$ cat config.mk
export PLATFORM = sky130hd
export DESIGN_NAME = bus_arbiter_decoder
export DESIGN_NICKNAME = d
export VERILOG_FILES = /design/src/rtl/bus_arbiter_decoder.sv
export SDC_FILE = /design/constraint.sdc
export NUM_CORES = 1
export LEC_CHECK = 0
export CAP_MARGIN = 20
export CORE_ASPECT_RATIO = 1.4
export CORE_MARGIN = 2
export CORE_UTILIZATION = 40
export DETAILED_ROUTE_END_ITERATION = 8
export PLACE_DENSITY = 0.79
export SYNTH_ARGS = -nofsm -noshare
export SYNTH_HDL_FRONTEND = slang
export SYNTH_SLANG_ARGS = --single-unit
$ cat constraint.sdc
create_clock -name clk -period 4.65 [get_ports clk]
set_input_delay 0.93 -clock clk [delete_from_list [all_inputs] [get_ports clk]]
set_output_delay 0.93 -clock clk [all_outputs]
set_load 0.005 [all_outputs]
$ cat src/rtl/bus_arbiter_decoder.sv
// rtl/bus_arbiter_decoder.sv - N-master / M-slave round-robin bus arbiter and slave decoder
//
// Purpose:
//   Arbitrates NUM_MASTERS requesters onto one shared slave bus. A winner is
//   picked round-robin. Its select, address and write data are latched. The
//   transfer is routed to one of NUM_SLAVES slaves through one-hot write/read
//   strobes, which stay up until the selected slave returns ready. The winner
//   then gets a one-cycle done pulse. It gets an error pulse instead when the
//   select is out of range or the ready timeout expires. All outputs are
//   registered.
//
// Ports:
//   clk, rst    - clock (rising edge), synchronous active-high reset
//   mst_req     - per-master request level, held until done/err
//   mst_wr      - per-master direction, 1 = write
//   mst_sel     - packed per-master slave index (SEL_WIDTH each)
//   mst_addr    - packed per-master address (ADDR_WIDTH each)
//   mst_wdata   - packed per-master write data (DATA_WIDTH each)
//   mst_gnt     - one-hot grant, held for the whole transaction
//   mst_done    - one-cycle completion pulse to the granted master
//   mst_err     - one-cycle error pulse to the granted master
//   mst_rdata   - last captured read data, valid with mst_done on reads
//   slv_addr    - latched address of the current transfer
//   slv_wdata   - latched write data of the current transfer
//   slv_wen     - one-hot slave write strobe
//   slv_ren     - one-hot slave read strobe
//   slv_ready   - per-slave completion
//   slv_rdata   - packed per-slave read data
module bus_arbiter_decoder #(
    parameter int NUM_MASTERS = 2,
    parameter int NUM_SLAVES  = 3,
    parameter int SEL_WIDTH   = 2,
    parameter int ADDR_WIDTH  = 7,
    parameter int DATA_WIDTH  = 8,
    parameter int TIMEOUT     = 15
) (
    input  logic                              clk,
    input  logic                              rst,
    input  logic [NUM_MASTERS-1:0]            mst_req,
    input  logic [NUM_MASTERS-1:0]            mst_wr,
    input  logic [NUM_MASTERS*SEL_WIDTH-1:0]  mst_sel,
    input  logic [NUM_MASTERS*ADDR_WIDTH-1:0] mst_addr,
    input  logic [NUM_MASTERS*DATA_WIDTH-1:0] mst_wdata,
    output logic [NUM_MASTERS-1:0]            mst_gnt,
    output logic [NUM_MASTERS-1:0]            mst_done,
    output logic [NUM_MASTERS-1:0]            mst_err,
    output logic [DATA_WIDTH-1:0]             mst_rdata,
    output logic [ADDR_WIDTH-1:0]             slv_addr,
    output logic [DATA_WIDTH-1:0]             slv_wdata,
    output logic [NUM_SLAVES-1:0]             slv_wen,
    output logic [NUM_SLAVES-1:0]             slv_ren,
    input  logic [NUM_SLAVES-1:0]             slv_ready,
    input  logic [NUM_SLAVES*DATA_WIDTH-1:0]  slv_rdata
);

    localparam int IDX_W = (NUM_MASTERS > 1) ? $clog2(NUM_MASTERS) : 1;
    localparam int CNT_W = (TIMEOUT > 0) ? $clog2(TIMEOUT + 1) : 1;
    localparam logic [CNT_W-1:0] CNT_LIMIT = CNT_W'(TIMEOUT);
    localparam logic [IDX_W-1:0] LAST_RST  = IDX_W'(NUM_MASTERS - 1);

    typedef enum logic [1:0] {
        ST_IDLE = 2'd0,
        ST_XFER = 2'd1,
        ST_DONE = 2'd2,
        ST_ERR  = 2'd3
    } state_t;

    state_t                  state_q, state_d;
    logic [IDX_W-1:0]        last_q, last_d;
    logic [IDX_W-1:0]        idx_q, idx_d;
    logic                    wr_q, wr_d;
    logic [SEL_WIDTH-1:0]    sel_q, sel_d;
    logic [CNT_W-1:0]        cnt_q, cnt_d;
    logic [NUM_MASTERS-1:0]  gnt_q, gnt_d;
    logic [NUM_MASTERS-1:0]  done_q, done_d;
    logic [NUM_MASTERS-1:0]  err_q, err_d;
    logic [DATA_WIDTH-1:0]   rdata_q, rdata_d;
    logic [ADDR_WIDTH-1:0]   addr_q, addr_d;
    logic [DATA_WIDTH-1:0]   wdata_q, wdata_d;
    logic [NUM_SLAVES-1:0]   wen_q, wen_d;
    logic [NUM_SLAVES-1:0]   ren_q, ren_d;

    logic                    rr_found;
    logic [IDX_W-1:0]        rr_pick;
    logic                    pick_wr;
    logic [SEL_WIDTH-1:0]    pick_sel;
    logic [ADDR_WIDTH-1:0]   pick_addr;
    logic [DATA_WIDTH-1:0]   pick_wdata;
    logic [NUM_SLAVES-1:0]   pick_slv_oh;
    logic                    sel_ready;
    logic [DATA_WIDTH-1:0]   sel_rdata;
    logic [CNT_W-1:0]        cnt_inc;

    function automatic logic [NUM_MASTERS-1:0] mst_onehot(input logic [IDX_W-1:0] i);
        logic [NUM_MASTERS-1:0] v;
        v = '0;
        for (int m = 0; m < NUM_MASTERS; m++) begin
            if (i == IDX_W'(m)) v[m] = 1'b1;
        end
        return v;
    endfunction

    // All-zero result means the select addresses no existing slave.
    function automatic logic [NUM_SLAVES-1:0] slv_onehot(input logic [SEL_WIDTH-1:0] s);
        logic [NUM_SLAVES-1:0] v;
        v = '0;
        for (int k = 0; k < NUM_SLAVES; k++) begin
            if (s == SEL_WIDTH'(k)) v[k] = 1'b1;
        end
        return v;
    endfunction

    // Round-robin search from last+1 upward, wrapping: first pass covers the
    // masters above last, the second pass wraps to 0..last.
    always_comb begin
        rr_found = 1'b0;
        rr_pick  = '0;
        for (int m = 0; m < NUM_MASTERS; m++) begin
            if (!rr_found && mst_req[m] && (IDX_W'(m) > last_q)) begin
                rr_found = 1'b1;
                rr_pick  = IDX_W'(m);
            end
        end
        for (int m = 0; m < NUM_MASTERS; m++) begin
            if (!rr_found && mst_req[m] && (IDX_W'(m) <= last_q)) begin
                rr_found = 1'b1;
                rr_pick  = IDX_W'(m);
            end
        end
    end

    // Fields of the winning master.
    always_comb begin
        pick_wr    = 1'b0;
        pick_sel   = '0;
        pick_addr  = '0;
        pick_wdata = '0;
        for (int m = 0; m < NUM_MASTERS; m++) begin
            if (rr_pick == IDX_W'(m)) begin
                pick_wr    = mst_wr[m];
                pick_sel   = mst_sel[m*SEL_WIDTH +: SEL_WIDTH];
                pick_addr  = mst_addr[m*ADDR_WIDTH +: ADDR_WIDTH];
                pick_wdata = mst_wdata[m*DATA_WIDTH +: DATA_WIDTH];
            end
        end
        pick_slv_oh = slv_onehot(pick_sel);
    end

    // Ready and read data of the latched slave only; other slaves are ignored.
    always_comb begin
        sel_ready = 1'b0;
        sel_rdata = '0;
        for (int k = 0; k < NUM_SLAVES; k++) begin
            if (sel_q == SEL_WIDTH'(k)) begin
                sel_ready = slv_ready[k];
                sel_rdata = slv_rdata[k*DATA_WIDTH +: DATA_WIDTH];
            end
        end
    end

    // Next state and registered outputs. Output registers are loaded with the
    // value they must show in the state being entered.
    always_comb begin
        state_d = state_q;
        last_d  = last_q;
        idx_d   = idx_q;
        wr_d    = wr_q;
        sel_d   = sel_q;
        cnt_d   = cnt_q;
        gnt_d   = gnt_q;
        done_d  = '0;
        err_d   = '0;
        rdata_d = rdata_q;
        addr_d  = addr_q;
        wdata_d = wdata_q;
        wen_d   = '0;
        ren_d   = '0;
        cnt_inc = cnt_q + CNT_W'(1);

        case (state_q)
            ST_IDLE: begin
                if (rr_found) begin
                    idx_d   = rr_pick;
                    wr_d    = pick_wr;
                    sel_d   = pick_sel;
                    addr_d  = pick_addr;
                    wdata_d = pick_wdata;
                    gnt_d   = mst_onehot(rr_pick);
                    cnt_d   = '0;
                    if (pick_slv_oh == '0) begin
                        state_d = ST_ERR;
                        err_d   = mst_onehot(rr_pick);
                    end else begin
                        state_d = ST_XFER;
                        wen_d   = pick_wr ? pick_slv_oh : '0;
                        ren_d   = pick_wr ? '0 : pick_slv_oh;
                    end
                end
            end
            ST_XFER: begin
                if (sel_ready) begin
                    if (!wr_q) rdata_d = sel_rdata;
                    state_d = ST_DONE;
                    done_d  = mst_onehot(idx_q);
                end else if ((TIMEOUT > 0) && (cnt_inc == CNT_LIMIT)) begin
                    cnt_d   = cnt_inc;
                    state_d = ST_ERR;
                    err_d   = mst_onehot(idx_q);
                end else begin
                    cnt_d = cnt_inc;
                    wen_d = wen_q;
                    ren_d = ren_q;
                end
            end
            ST_DONE, ST_ERR: begin
                // The master just served drops to lowest priority.
                state_d = ST_IDLE;
                last_d  = idx_q;
                gnt_d   = '0;
            end
            default: begin
                state_d = ST_IDLE;
                gnt_d   = '0;
            end
        endcase
    end

    always_ff @(posedge clk) begin
        if (rst) begin
            state_q <= ST_IDLE;
            last_q  <= LAST_RST;
            idx_q   <= '0;
            wr_q    <= 1'b0;
            sel_q   <= '0;
            cnt_q   <= '0;
            gnt_q   <= '0;
            done_q  <= '0;
            err_q   <= '0;
            rdata_q <= '0;
            addr_q  <= '0;
            wdata_q <= '0;
            wen_q   <= '0;
            ren_q   <= '0;
        end else begin
            state_q <= state_d;
            last_q  <= last_d;
            idx_q   <= idx_d;
            wr_q    <= wr_d;
            sel_q   <= sel_d;
            cnt_q   <= cnt_d;
            gnt_q   <= gnt_d;
            done_q  <= done_d;
            err_q   <= err_d;
            rdata_q <= rdata_d;
            addr_q  <= addr_d;
            wdata_q <= wdata_d;
            wen_q   <= wen_d;
            ren_q   <= ren_d;
        end
    end

    assign mst_gnt   = gnt_q;
    assign mst_done  = done_q;
    assign mst_err   = err_q;
    assign mst_rdata = rdata_q;
    assign slv_addr  = addr_q;
    assign slv_wdata = wdata_q;
    assign slv_wen   = wen_q;
    assign slv_ren   = ren_q;

endmodule
* Word level (Yosys, flattened, before mapping)
Index checks and enable logic that the tools add are counted.
** Storage, ports and cells
- Register bits after elaboration :: 46
- Input port bits :: 67
- Output and inout port bits :: 35
- Word-level logic and storage cells :: 105
** Operators by class
- Add/subtract/negate cells :: 1
- Magnitude comparators :: 4
- Eq/ne operators :: 11
- Mux-type cells :: 49
- Bitwise gates (word level) :: 3
- Reductions and logical operators :: 23
** Operators by type and width (count)
- $mux W8 :: 4
- $mux W3 :: 8
- $mux W2 :: 10
- $mux W1 :: 18
- $pmux W3 S2 :: 2
- $eq A2 B2 Y1 const B :: 4
- $mux W4 :: 2
- $pmux W2 S2 :: 2
- $pmux W4 S2 :: 1
- $logic_and A1 B1 Y1 :: 7
- $mux W7 :: 1
- $eq A2 B1 Y1 const B :: 3
- $logic_not A2 Y1 :: 3
- $pmux W2 S3 :: 1
- $reduce_and A2 Y1 :: 3
- $reduce_and A3 Y1 :: 2
- $add A4 B1 Y4 const B :: 1
- $eq A4 B4 Y1 const B :: 1
- $ne A2 B2 Y1 const B :: 2
- $reduce_bool A2 Y1 :: 2
- $logic_not A1 Y1 :: 3
- $logic_not A3 Y1 :: 1
- $ne A3 B3 Y1 const B :: 1
- $not A1 Y1 :: 3
- other kinds (4) :: 6

* Longest topological paths before layout
- Word-level depth :: 22
- Depth in mapped cells :: 7
- Depth with buffers taken out :: 5

* Least setup slack after synthesis
No wires, ideal clock.
- Path type :: input to register
- Start point :: in mst_req[1]
- End point :: reg ren_q[1] (netlist: slv_ren[1])
- Setup time :: 0.061 ns
- Data arrival time :: 2.005 ns
- Required time :: 4.589 ns
- Path slack :: 2.583 ns
- Cell stages on the path :: 5
- Path buffers :: 1
- Cells stage by stage :: a21boi_0 -> buf_2 -> mux2i_1 -> nor3b_1 -> a32o_1
** On the way
- Longest elaborated chain between the ends :: 18
- Elaborated cells on any way between the ends :: 27
- Those cells by class :: eq/ne: 2; mux: 15; reduce/logical: 10
** Ends and longest elaborated chain
- from (decl) :: RTL line 39 : input logic [NUM_MASTERS-1:0] mst_req,
- $logic_and A1 B1 Y1 (2 in a row) :: RTL line 119 : if (!rr_found && mst_req[m] && (IDX_W'(m) > last_q)) begin
- $mux W1 :: RTL line 119
- $logic_not A1 Y1 :: RTL line 125 : if (!rr_found && mst_req[m] && (IDX_W'(m) <= last_q)) begin
- $logic_and A1 B1 Y1 (2 in a row) :: RTL line 125
- $mux W1 :: RTL line 125
- $logic_not A1 Y1 :: RTL line 125
- $logic_and A1 B1 Y1 (2 in a row) :: RTL line 125
- $mux W1 :: RTL line 125
- $mux W2 :: RTL line 139 : if (rr_pick == IDX_W'(m)) begin
- $eq A2 B1 Y1 (tied with other cells) :: RTL line 108 : if (s == SEL_WIDTH'(k)) v[k] = 1'b1;
- $mux W1 :: RTL line 108
- $logic_not A3 Y1 or $mux W3 (tied branches) :: RTL line 190, 196
- $mux W3 :: RTL line 190 : if (pick_slv_oh == '0) begin
- $mux W3 (*) :: RTL line 182 : if (rr_found) begin
- $pmux W3 S2 (*) :: RTL line 180 : case (state_q)
- to (signal assigned) :: RTL line 258 : ren_q <= ren_d;
- to (decl) :: RTL line 81 : logic [NUM_SLAVES-1:0] ren_q, ren_d;
Mark *: on every way between the ends. The rest lies on a longest branch, timed or not.
A chain may end at the register's enable or synchronous reset.

* Worst setup path after layout
- Start point :: in mst_req[1]
- End point :: reg err_q[1] (netlist: mst_err[1])
** On the way
- Longest elaborated chain between the ends :: 18
- Elaborated cells on any way between the ends :: 26
- Those cells by class :: eq/ne: 2; mux: 14; reduce/logical: 10
** Ends and longest elaborated chain
- $logic_and A1 B1 Y1 (2 in a row) :: RTL line 119
- $mux W1 :: RTL line 119
- $logic_not A1 Y1 :: RTL line 125
- $logic_and A1 B1 Y1 (2 in a row) :: RTL line 125
- $mux W1 :: RTL line 125
- $logic_not A1 Y1 :: RTL line 125
- $logic_and A1 B1 Y1 (2 in a row) :: RTL line 125
- $mux W1 :: RTL line 125
- $mux W2 :: RTL line 139
- $eq A2 B1 Y1 (tied with other cells) :: RTL line 108
- $mux W1 :: RTL line 108
- $logic_not A3 Y1 :: RTL line 190
- $mux W2 :: RTL line 190
- $mux W2 (*) :: RTL line 182
- $pmux W2 S2 (*) :: RTL line 180
- to (signal assigned) :: RTL line 253 : err_q <= err_d;
- to (decl) :: RTL line 76 : logic [NUM_MASTERS-1:0] err_q, err_d;
Marks and branches as above.

==> impl_metrics.toml <==
[yosys]
yosys.cell_count.top_type = "dfxtp_1"
ys_seq_area_share_pct = 43.35
post-synth-top-area-cell = "dfxtp_1"
ys_seq_elements = 46
synth-main-ff-cell = "dfxtp_1"
netlist_top_cells_count = "46 x dfxtp_1, 43 x nor2_1, 15 x a222oi_1"
number_of_distinct_library_cells_after_synthesis = 48
syn_inst = 229
netlist_area_um2 = 2125
synth.top_cell.area_share_pct = 43.35
synth-async-reset-ratio_pct = 0
ys.warnings.count = 0
post_synth_main_area_contributors = "dfxtp_1 43%, nor2_1 7.6%, a222oi_1 7.1%"
count_of_flip_flops_with_a_built_in_enable_after_synthesis = 0
postSynthNetCount = 298
synth.avg_cell_area_um2 = 9.277

[global_route]
pin_count_of_the_biggest_net_entering_global_routing = 43
global_routing_usage_summed_across_all_routing_layers_pct = 19.04
global_route_wire_length_before_repair_um = 8990
vias_in_the_first_global_route = 1976
antenna_violations_before_repair = 0
grt.overflow.total = 0

[critical_path]
critPathBufInv = 2
worst_path_dominant_cell_family = "buffers and inverters"
crit_path_start_kind = "input pin"
worst-path-max-fanout = 18
worst_ep_arrival_time_ps = 2730
critical_path.slowest_cell = "and2_1"
worst_setup_path_end_kind = "register"
largest_stage_delay_worst_path_ps = 580
worstPathCellList = "clkdlybuf4s50_1 -> a21boi_0 -> buf_4 -> and2_1 -> nand3_1 -> o31ai_1"
critical_path_class = "input pin to register"
data_required_time_of_the_worst_path_ps = 4870

[final_layout]
design_area_um2 = 3241
antennaDiodeCount = 0
stdcell_count = 389
number_of_nets_in_the_layout = 391
area_growth_pct = 52.53
fraction_of_final_layout_cells_with_drive_strength_greater_than_1_pct = 6.502
fin_util_pct = 62.82

[timing]
layout_min_cycle_time_ps = 2512
fmax_mhz = 398.1
layout_worst_path_cycle_share_pct = 54.02
worst_clock_skew_ps = 10.41
drv_slew = 0
totalNegativeSetupSlack_ps = 0
setup_violations = 0
final_hold_viol_count = 0
worst_hold_slack_ps = 496.0
timing_worst_slew_pin_value_ps = 997.8
setup_ws_post_layout_ps = 2138
grt_setup_unrepaired = "no"
slew-limit-headroom_pct = 33.47

[placed_design]
placement.setup.worst_slack_ps = 1823
gpl.final_weighted_congestion = 0.7754
detailed_place.area_um2 = 3146
portBuffers = 101
post-dp-hpwl_um = 3954
place.detailed.instances = 381

[die]
initial_utilization_pct = 41.18
die-width_um = 65.60
io_pins = 102
core_area_um2 = 5159
fp.dieH_um = 90.23
die_area_um2 = 5919
num_rows = 31

[route]
drt_drc_violations_left = 0
initialDrtViolationCount = 104
first_pass_iters = 4
detail_route.wirelength_um = 5390
route.antenna.remaining_nets = 0
avgRoutedWirePerCell_um = 13.86
vias = 2107
viasPerCell = 5.416

[clocking]
clk_pin_slew_ps = 100
number_of_buffers_inserted_by_post_cts_setup_repair = 0
worst_skew_pair.late_latency_ps = 310
holdBufCountCts = 0
htree_num_levels = 2
clock_sinks = 46
ctsResizeCount = 0
tritoncts.num_buffers = 5
tritoncts = "built"
cts_buffer_depth = 2
cts-root-buf = "clkbuf_8"

[pwr]
ir_worst_vdd_mv = 0.2377
design_power_total_mw = 1.012
power_density_nw_per_um2 = 312.3
p_leak_nw = 1.158

[hold_path]
class_of_the_most_critical_hold_timing_path = "register to register"

[flow_run]
maxCapViolations = 0

[status]
status = "finished clean"
==> layout make-up <==
class / count / area, µm²
well taps: 66 / 82.58
inverters: 2 / 7.507
repair buffers: 103 / 1026
fillers: 427 / 1918
multi-input cells: 164 / 1109
clock buffers: 5 / 68.82
clock inverters: 3 / 26.28
flip-flops and latches: 46 / 920.9
==> logic make-up after synthesis <==
group	count (synthesis)	synth area share, %
multiplexers	14	6.772
AO/OA/AOI/OAI	64	24.21
XOR/XNOR	1	0.4123
buffers and inverters	19	4.653
flip-flops	46	43.34
AND/OR/NAND/NOR	83	19.43
adder cells (fa/ha/maj)	2	1.178
==> sequential cells by signal, summed over array words and instances (netlist names) <==
signal / flops
cnt_q: 4
state_q: 2
slv_ren: 3
sel_q: 2
slv_wen: 3
mst_rdata: 8
last_q: 1
wr_q: 1
mst_gnt: 2
slv_addr: 7
mst_done: 2
slv_wdata: 8
idx_q: 1
mst_err: 2
==> final timing paths <==
kind	start	endpoint	slack [ps]	cells after the start
max	mst_req[1]	mst_err[1]$_SDFF_PP0_	2140	6
min	last_q$_SDFFE_PP1N_	last_q$_SDFFE_PP1N_	500	1
max reg2reg	sel_q[0]$_SDFFE_PP0P_	mst_err[0]$_SDFF_PP0_	2500	4
min reg2reg	last_q$_SDFFE_PP1N_	last_q$_SDFFE_PP1N_	500	1
==> cells in the final DEF (no fill, tap or decap), drive strengths merged, types with 2 or more instances in the layout <==
cell and count:
clkdlybuf4s50 101, dfxtp 46, nor2 43, a222oi 15, mux2i 14, a21oi 13
a211oi 11, nand2 6, nand3 6, o21ai 6, clkbuf 5, inv 5
nand2b 4, a32o 4, nand3b 3, nor2b 3, a31oi 3, nor3b 3
nor3 3, and3 2, and2 2, a31o 2, ha 2, buf 2
==> power breakdown <==
group / switching, mW / internal, mW
sequential: 0.0356 / 0.432
clock: 0.150 / 0.112
combinational: 0.120 / 0.163
==> per-layer routing <==
| layer | track usage, % | share of wire, % | wire (µm) |
|---|---|---|---|
| met1 | 20.57 | 41 | 2198 |
| met2 | 33.50 | 49 | 2646 |
| met3 | 5.882 | 8.3 | 445 |
| met4 | 7.813 | 1.9 | 100 |
| met5 | 0 | 0 | 0 |
No activity file was read; power rests on OpenSTA's default activity.
